**src/rtl/bcd_decimal_keypad_player.sv**
```systemverilog
// bcd_decimal_keypad_player
// Replays a packed multi-digit BCD code as timed one-hot decimal keypad
// strobes, most significant digit first. Each digit is pressed for
// PRESS_CYCLES cycles and released for GAP_CYCLES cycles, then a one-cycle
// done pulse is issued.
//
// Optional feature macro: PLAYER_ENTER_KEY_EN
//   When defined, an `enter` output and ENTER state are added. After the last
//   digit's gap, enter is held for PRESS_CYCLES cycles, followed by one more
//   gap before done.
//
// Handshake: start is a level sampled only while idle. A start is accepted
// on the rising edge where the FSM is IDLE, start=1 and every nibble of code
// is <= 9. Otherwise (invalid nibble) error pulses for one cycle. While busy,
// start is ignored and not queued. All outputs are registered.
module bcd_decimal_keypad_player #(
    parameter int DIGITS       = 4,
    parameter int PRESS_CYCLES = 4,
    parameter int GAP_CYCLES   = 2
) (
    input  logic                  clock,
    input  logic                  reset_n,
    input  logic                  start,
    input  logic [4*DIGITS-1:0]   code,
    output logic                  busy,
    output logic [9:0]            d,
    output logic                  digit_valid,
    output logic                  done,
    output logic                  error,
`ifdef PLAYER_ENTER_KEY_EN
    output logic                  enter,
`endif
    output logic [2:0]            state_dbg
);

    localparam int CMAX = (PRESS_CYCLES > GAP_CYCLES) ? PRESS_CYCLES : GAP_CYCLES;
    localparam int CW   = $clog2(CMAX + 1);
    localparam int IW   = $clog2(DIGITS + 1);

    typedef enum logic [2:0] {
        IDLE  = 3'd0,
        PRESS = 3'd1,
        GAP   = 3'd2,
        DONE  = 3'd3
`ifdef PLAYER_ENTER_KEY_EN
        ,
        ENTER = 3'd4
`endif
    } state_t;

    state_t              state_q, state_nx;
    logic [CW-1:0]       cnt_q, cnt_nx;
    logic [IW-1:0]       idx_q, idx_nx;
    logic [4*DIGITS-1:0] code_q, code_nx;
    logic [9:0]          d_q, d_nx;
    logic                busy_q, busy_nx;
    logic                dv_q, dv_nx;
    logic                done_q, done_nx;
    logic                error_q, error_nx;
    logic                code_ok;
`ifdef PLAYER_ENTER_KEY_EN
    logic                enter_q, enter_nx;
    logic                ephase_q, ephase_nx;   // set once the enter press has been played
`endif

    // Decimal key n maps to bit n of the strobe.
    function automatic logic [9:0] onehot(input logic [3:0] n);
        onehot = 10'b1 << n;
    endfunction

    // Select digit k of a packed code without a variable-width index expression.
    function automatic logic [3:0] nibble(input logic [4*DIGITS-1:0] c,
                                          input logic [IW-1:0]       k);
        nibble = 4'd0;
        for (int i = 0; i < DIGITS; i++) begin
            if (IW'(i) == k) nibble = c[4*i +: 4];
        end
    endfunction

    // A code is playable only if every nibble is a decimal digit.
    always_comb begin
        code_ok = 1'b1;
        for (int i = 0; i < DIGITS; i++) begin
            if (code[4*i +: 4] > 4'd9) code_ok = 1'b0;
        end
    end

    // Next-state logic plus next values of the registered outputs.
    always_comb begin
        state_nx = state_q;
        cnt_nx   = cnt_q;
        idx_nx   = idx_q;
        code_nx  = code_q;
        d_nx     = 10'b0;
        error_nx = 1'b0;
`ifdef PLAYER_ENTER_KEY_EN
        ephase_nx = ephase_q;
`endif
        case (state_q)
            IDLE: begin
                if (start) begin
                    if (code_ok) begin
                        code_nx  = code;
                        idx_nx   = IW'(DIGITS - 1);
                        cnt_nx   = '0;
                        state_nx = PRESS;
                        d_nx     = onehot(code[4*(DIGITS-1) +: 4]);
`ifdef PLAYER_ENTER_KEY_EN
                        ephase_nx = 1'b0;
`endif
                    end else begin
                        error_nx = 1'b1;
                    end
                end
            end
            PRESS: begin
                if (cnt_q == CW'(PRESS_CYCLES - 1)) begin
                    cnt_nx   = '0;
                    state_nx = GAP;
                end else begin
                    cnt_nx = cnt_q + CW'(1);
                    d_nx   = d_q;
                end
            end
            GAP: begin
                if (cnt_q == CW'(GAP_CYCLES - 1)) begin
                    cnt_nx = '0;
                    if (idx_q == '0) begin
`ifdef PLAYER_ENTER_KEY_EN
                        state_nx = ephase_q ? DONE : ENTER;
`else
                        state_nx = DONE;
`endif
                    end else begin
                        idx_nx   = idx_q - IW'(1);
                        state_nx = PRESS;
                        d_nx     = onehot(nibble(code_q, idx_q - IW'(1)));
                    end
                end else begin
                    cnt_nx = cnt_q + CW'(1);
                end
            end
`ifdef PLAYER_ENTER_KEY_EN
            ENTER: begin
                if (cnt_q == CW'(PRESS_CYCLES - 1)) begin
                    cnt_nx    = '0;
                    ephase_nx = 1'b1;
                    state_nx  = GAP;
                end else begin
                    cnt_nx = cnt_q + CW'(1);
                end
            end
`endif
            DONE: begin
                state_nx = IDLE;
            end
            default: begin
                state_nx = IDLE;
            end
        endcase

        busy_nx = (state_nx != IDLE);
        dv_nx   = (state_nx == PRESS);
        done_nx = (state_nx == DONE);
`ifdef PLAYER_ENTER_KEY_EN
        enter_nx = (state_nx == ENTER);
`endif
    end

    // State and registered outputs; reset aborts playback with no pulses.
    always_ff @(posedge clock) begin
        if (!reset_n) begin
            state_q <= IDLE;
            cnt_q   <= '0;
            idx_q   <= '0;
            code_q  <= '0;
            d_q     <= '0;
            busy_q  <= 1'b0;
            dv_q    <= 1'b0;
            done_q  <= 1'b0;
            error_q <= 1'b0;
`ifdef PLAYER_ENTER_KEY_EN
            enter_q  <= 1'b0;
            ephase_q <= 1'b0;
`endif
        end else begin
            state_q <= state_nx;
            cnt_q   <= cnt_nx;
            idx_q   <= idx_nx;
            code_q  <= code_nx;
            d_q     <= d_nx;
            busy_q  <= busy_nx;
            dv_q    <= dv_nx;
            done_q  <= done_nx;
            error_q <= error_nx;
`ifdef PLAYER_ENTER_KEY_EN
            enter_q  <= enter_nx;
            ephase_q <= ephase_nx;
`endif
        end
    end

    assign busy        = busy_q;
    assign d           = d_q;
    assign digit_valid = dv_q;
    assign done        = done_q;
    assign error       = error_q;
    assign state_dbg   = state_q;
`ifdef PLAYER_ENTER_KEY_EN
    assign enter       = enter_q;
`endif

endmodule

```
**config.mk**
```make
export PLATFORM = sky130hd
export DESIGN_NAME = bcd_decimal_keypad_player
export DESIGN_NICKNAME = d
export VERILOG_FILES = /design/src/rtl/bcd_decimal_keypad_player.sv
export SDC_FILE = /design/constraint.sdc
export NUM_CORES = 1
export LEC_CHECK = 0
export CORE_MARGIN = 4
export CORE_UTILIZATION = 25
export CTS_BUF_LIST = sky130_fd_sc_hd__clkbuf_4 sky130_fd_sc_hd__clkbuf_8 sky130_fd_sc_hd__clkbuf_16
export CTS_CLUSTER_DIAMETER = 80
export CTS_CLUSTER_SIZE = 25
export DETAILED_ROUTE_END_ITERATION = 6
export HOLD_SLACK_MARGIN = 0.1
export MAX_ROUTING_LAYER = met4
export PLACE_DENSITY = 0.48
export SYNTH_ARGS = -nofsm -noshare
export SYNTH_HDL_FRONTEND = slang
export SYNTH_SLANG_ARGS = --single-unit
export TNS_END_PERCENT = 5
```
**constraint.sdc**
```tcl
create_clock -name clock -period 1.9 [get_ports clock]
set_input_delay 0.38 -clock clock [delete_from_list [all_inputs] [get_ports clock]]
set_output_delay 0.38 -clock clock [all_outputs]
set_load 0.02 [all_outputs]
```
==> results of run 1 <==
-- Yosys cell counts, types with 2 or more instances --
cell	instances
a2111oi_0	2
mux2i_1	16
a32oi_1	3
or3_1	2
nor2b_1	5
nand2b_1	5
o21ai_2	2
a22o_1	2
nand3_1	5
nor3_1	8
nand2_1	18
o31ai_1	2
dfxtp_1	39
nand3b_1	3
nor2_1	30
o2bb2ai_1	2
a22oi_1	4
a21oi_1	3
clkbuf_1	3
o211a_1	3
nand4_1	2
ha_1	9
o21ai_1	2
o21ai_0	14
a31o_2	3
o22ai_1	2
inv_1	9
buf_2	2
and2_1	3
-- layer usage --
layer / vias to the layer above / GRT usage [%] / routed length [µm]
li1: 1010 / - / -
met1: 926 / 15.91 / 2873
met2: 34 / 19.27 / 2778
met3: 8 / 2.071 / 160
met4: 0 / 3.834 / 99
met5: - / - / 0
-- report_power, final --
| part | switching, mW | internal, mW |
|---|---|---|
| registers | 0.00927 | 0.825 |
| clock network | 0.291 | 0.400 |
| logic | 0.123 | 0.141 |
| total | 0.423 | 1.37 |
-- worst max-delay path, cell delays in order (launching register included) --
cell and delay (ns):
dfxtp_4 0.36, buf_4 0.14, ha_4 0.17, nand3b_1 0.24
a2111oi_4 0.38, nand3b_1 0.19, buf_4 0.13, nand2b_4 0.11
o21ai_1 0.06
-- layout by cell type (no fill, tap or decap), types with 2 or more instances in the layout --
cell | synthesis | layout
clkbuf_8 | 0 | 5
clkdlybuf4s50_1 | 0 | 35
nor3_1 | 8 | 7
nand2b_1 | 5 | 4
dfxtp_4 | 0 | 2
o211a_4 | 0 | 2
o21ai_1 | 2 | 7
a21oi_2 | 1 | 2
o21ai_0 | 14 | 8
nor2_1 | 30 | 25
and2_1 | 3 | 3
nor2_2 | 0 | 3
a31o_2 | 3 | 3
a32oi_1 | 3 | 3
nand4_1 | 2 | 2
nor2b_4 | 0 | 2
or3_1 | 2 | 2
inv_4 | 0 | 2
buf_6 | 1 | 2
nor2b_1 | 5 | 3
o2bb2ai_4 | 0 | 2
o21ai_2 | 2 | 3
inv_1 | 9 | 7
a22o_1 | 2 | 2
nand2_1 | 18 | 17
dfxtp_1 | 39 | 37
buf_4 | 1 | 54
nand3_1 | 5 | 5
nor2_4 | 0 | 2
a22oi_1 | 4 | 4
mux2i_1 | 16 | 16
ha_4 | 0 | 5
ha_1 | 9 | 4
o31ai_1 | 2 | 2
nand3b_1 | 3 | 3
-- kinds of logic after synthesis --
kind of cell               after synthesis  share of synthesized area [%]
and+or+nand+nor                         89                          22.33
buffers and inverters                   16                          3.660
DFF                                     39                          38.71
xor gates and xnor gates                 2                          1.241
AOI/OAI and AO/OA                       56                          20.35
adders and majority gates                9                          5.583
other                                    1                         0.1859
muxes                                   16                          7.940
-- state kept, by name, indices dropped and copies added (netlist names) --
register	flops
done	1
code_q	16
busy	1
error	1
d	10
state_dbg	3
idx_q	3
cnt_q	3
digit_valid	1
-- area by class of cell --
| class | count | area share, % |
|---|---|---|
| Clock inverter | 1 | 0.9231 |
| Sequential cell | 39 | 24.23 |
| Clock buffer | 6 | 2.346 |
| Timing Repair Buffer | 91 | 23.92 |
| Multi-Input combinational cell | 173 | 43.46 |
| Tap cell | 102 | 3.923 |
| Inverter | 9 | 1.192 |
-- worst paths after layout --
| path | from | end | slack (ns) | cells past startpoint |
|---|---|---|---|---|
| worst min-delay path | d[7] | d[7] | 0.48 | 2 |
| worst max register to register | idx_q[1] | d[2] | 0.01 | 8 |
| worst min register to register | d[7] | d[7] | 0.48 | 2 |
| worst max-delay path | idx_q[1] | d[2] | 0.01 | 8 |
-- what timing repair did --
item / 4_1_cts / 5_1_grt
pin swaps: 8 / 10
resized for setup: 20 / 38
endpoints found under the setup margin: 8 / 29
buffers inserted: 2 / 4
-- stage by stage --
stage / power [mW] / setup slack, ns / setup TNS (ns) / util, %
final: 1.789 / 0.01316 / 0 / 41.88
after global routing: 1.867 / -0.04429 / -0.2289 / 41.88
after CTS: 1.777 / -0.04688 / -0.1441 / 38.84
after detailed placement: 1.079 / -0.2682 / -5.976 / 36.60
after global placement: 1.078 / -0.1794 / -4.615 / 36.60
after floorplan: 0.9394 / 0.007624 / 0 / -
==> results.txt, run 1 <==
DR pass1 iterations: 4
Worst Setup End Kind: flip-flop
ANT nets after route: 0
fmax: 530.0 MHz
Die Height: 97.82 µm
final hold vios: 0
Critical Path Fanout Max: 4
Top-Level Pins: 36
# nets final: 347
Register Area: 788.3 µm²
DP HPWL: 4.414 mm
outcome: completed
top cell type's share of synthesized area: 38.71%
Yosys top cell by area: dfxtp_1
Initial Util: 25.97%
synthesis-to-layout area growth: 61.29%
WHS: 0.4785 ns
CTS Sinks: 39
clock tree buffer depth: 2
Die Area: 9569 µm²
share of layout cells above drive strength 1: 33.54%
Worst-Skew Late Latency: 0.29 ns
Req. time, crit path: 2.07 ns
Post-DP Area: 2843 µm²
Root Buffer: clkbuf_8
VDD IR max: 469.5 µV
Post-Syn Nets: 256
Synth async-reset ratio: 0%
CTS buffer count: 5
Core Region: 7767 µm²
post-synthesis cell type count: 54
Iter 0 DRT Violations: 77
PortBufs: 35
period utilisation layout: 99.31%
first-pass GRT wire length: 9.328 mm
critical path arrival: 2.06 ns
Non-Filler Instances: 421
routed vias/inst: 4.698
Synth Flop Type: dfxtp_1
worst hold-check path type: flip-flop to flip-flop
PD cells: 549.8 nW/µm²
H-tree depth: 2
gate count of the mapped netlist: 228
via count: 1978
die width: 97.82 µm
fill count: 787
setup violators final: 0
Worst Setup Start Kind: flip-flop
RSZ-0062 raised after global routing: yes
number of flops mapped to enable cells by yosys: 0
Crit Path Class: flip-flop to flip-flop
Leakage: 1.215 nW
vias in the first global route: 1936
Final min period: 1.887 ns
Max-cap violations: 0
Clock transition at path regs: 0.07 ns
GP Congestion: 0.8059
# rows: 32
Design Area, Final: 3253 µm²
Antenna Cells: 0
Tot GR Track Use: 12.20%
Slew Limit Fails: 0
Seq cells post-synth: 39
cell area after synthesis: 2017 µm²
initial antenna violation count: 0
Multi-input gate area: 1414 µm²
Fin Clk Skew: 0.007298 ns
largest net degree at the start of global routing: 22
hold buffers post-CTS: 0
Mean Syn Cell Area: 8.846 µm²
Placed Instances: 408
WL/cell: 14.04 µm
synth warn: 0
Synth area leaders: dfxtp_1 39%, mux2i_1 7.9%, ha_1 5.6%
total gr overflow: 0
routed wire length: 5.911 mm
sequential area share after synthesis: 38.71%
DRC viols: 0
CTS tree: built
(Power assumes the default switching activity.)
==> run 2: changes to the inputs <==
- clock period: 1.9 -> 1.7 ns (I/O delays scaled with it)
==> results.txt, run 2 (same netlist as run 1, synthesis figures left out) <==
routed wire length: 5.786 mm (-2.1%)
Max-cap violations: 0 (unchanged)
setup violators final: 10 (+10)
CTS tree: built
crit path launch: idx_q[0]
fmax: 539.3 MHz (+1.8%)
Reg2Reg Depth: 7 (-1)
ANT nets after route: 0 (unchanged)
Root Buffer: clkbuf_8
Reg with most FFs: code_q
Top-Level Pins: 36 (unchanged)
Die Area: 9569 µm² (unchanged)
vias in the first global route: 1930 (-0.31%)
first-pass GRT wire length: 9.494 mm (+1.8%)
WP buf/inv: 1 (-1)
GP Congestion: 0.8308 (+3.1%)
PD cells: 623.6 nW/µm² (+13%)
crit path cell chain: inv_4, ha_4, nor2b_1, and4bb_4, nand3b_1, or4b_4, o21ai_2
critical path arrival: 2.09 ns (+0.03 ns)
H-tree depth: 2 (unchanged)
die width: 97.82 µm (unchanged)
Hold Path Sink: code_q[9]
Die Height: 97.82 µm (unchanged)
Worst-Skew Late Latency: 0.30 ns (about the same)
PortBufs: 35 (unchanged)
synthesis-to-layout area growth: 61.35% (about the same)
DP HPWL: 4.499 mm (+1.9%)
Worst path max stage delay: 0.52 ns (+0.14 ns)
Reg2Reg Launch Point: idx_q[0]
via count: 1958 (-1.0%)
reg2reg end: d[5]
Final min period: 1.854 ns (-0.03249 ns)
Antenna Cells: 0 (unchanged)
Pwr Total: 2.030 mW (+13%)
Largest register FFs: 16 (unchanged)
Iter 0 DRT Violations: 69 (-10%)
Clock transition at path regs: 0.08 ns (about the same)
most frequent cells in the layout: 57 x buf_4, 36 x dfxtp_1, 28 x nor2_1, 28 x clkdlybuf4s50_1, 18 x nand2_1
routed vias/inst: 4.607 (-1.9%)
total gr overflow: 0 (unchanged)
hold_sp: code[9]
final hold vios: 0 (unchanged)
largest net degree at the start of global routing: 22 (unchanged)
worst hold-check path type: primary input to flip-flop
WHS: 0.4596 ns (-0.01892 ns)
Leakage: 1.284 nW (+5.7%)
fin worst setup slack: -0.1543 ns (-0.1675 ns)
Critical-path top delay cell: or4b_4
Initial Util: 25.97% (unchanged)
Tot GR Track Use: 12.60% (+0.40 points)
Slew Limit Fails: 0 (unchanged)
Critical Path Fanout Max: 4 (unchanged)
CTS buffer count: 5 (unchanged)
failing checks: negative setup slack
most common cell after layout, fill and taps aside: buf_4
hold path depth: 4 (+2)
share of layout cells above drive strength 1: 34.06% (+0.51 points)
Worst Setup Start Kind: flip-flop
Req. time, crit path: 1.93 ns (-0.14 ns)
RSZ-0062 raised after global routing: yes
clock tree buffer depth: 2 (unchanged)
CTS Sinks: 39 (unchanged)
period utilisation layout: 109.1% (+9.8 points)
delay-heaviest family, CP: simple AND/OR/NAND/NOR gates
Core Region: 7767 µm² (unchanged)
initial antenna violation count: 0 (unchanged)
register-to-register setup slack: -0.15 ns (-0.17 ns)
DR pass1 iterations: 4 (unchanged)
# nets final: 350 (+0.86%)
outcome: finished, violations left
Worst Setup End Kind: flip-flop
Fin Clk Skew: 0.008192 ns (+0.0008946 ns)
# rows: 32 (unchanged)
WL/cell: 13.61 µm (-3.0%)
Crit Path Class: flip-flop to flip-flop
VDD IR max: 337.9 µV (-28%)
DRC viols: 0 (unchanged)
run 2: worst max path at each step:
| stage | endpoint | slack [ns] | cells past startpoint |
|---|---|---|---|
| after floorplan | d[3] | -0.14 | 7 |
| after global placement | code_q[1] | -0.52 | 7 |
| after detailed placement | code_q[2] | -0.54 | 7 |
| after CTS | d[5] | -0.22 | 7 |
| after global routing | d[8] | -0.24 | 8 |
| final | d[5] | -0.15 | 7 |
run 2: metal layers:
layer / part of all wire (%) / track usage, % / up-vias
met1: 49 / 16.15 / 898
met5: 0 / - / -
met3: 3.9 / 2.643 / 6
met2: 45 / 19.37 / 45
met4: 1.6 / 5.005 / 0
li1: - / - / 1009
run 2: area by class of cell:
class	instances	area (µm²)
Clock inverter	2	35.03
Tap cell	102	127.6
Clock buffer	6	82.58
Inverter	9	36.28
Timing Repair Buffer	94	810.8
Sequential cell	39	787.0
Multi-Input combinational cell	173	1375
Fill cell	776	4513
run 2: where the power goes:
group          internal [mW]  total [mW]  switching, mW  leakage, nW
Clock                  0.475       0.813          0.338       0.0612
Combinational          0.148       0.285          0.137        0.906
Sequential             0.923       0.931        0.00797        0.317
Total                   1.55        2.03          0.483         1.28
run 2: repair_timing:
item / 4_1_cts / 5_1_grt
hold buffers: 0 / 0
gates resized for setup: 31 / 25
pin swaps: 3 / 7
setup endpoints to repair: 37 / 33
buffers inserted: 2 / 2
run 2: worst reg2reg max path: cells and delay by family, from the launching register on:
kind | cells | cell delay [ns]
AO/OA/AOI/OAI | 1 | 0.12
adder cells (fa/ha/maj) | 1 | 0.17
buffers and inverters | 1 | 0.06
flip-flops | 1 | 0.36
AND/OR/NAND/NOR | 4 | 1.09
run 2: stage by stage:
step / setup TNS [ns] / util, % / instance area, µm² / instances / worst slack [ns]
final: -1.229 / 41.90 / 3254 / 425 / -0.1543
after global routing: -2.555 / 41.90 / 3254 / 425 / -0.2373
after CTS: -1.557 / 40.19 / 3122 / 423 / -0.2238
after global placement: -16.14 / 37.13 / 2884 / 413 / -0.5175
after detailed placement: -16.36 / 37.13 / 2884 / 413 / -0.5436
after floorplan: -1.095 / - / 2028 / 228 / -0.1370
==> run 3: changes to the inputs <==
- ABC_CLOCK_PERIOD_IN_PS: unset -> 1700
==> results of run 3 <==
Same layout as run 2: the final DEF is identical, and so are final timing and power.
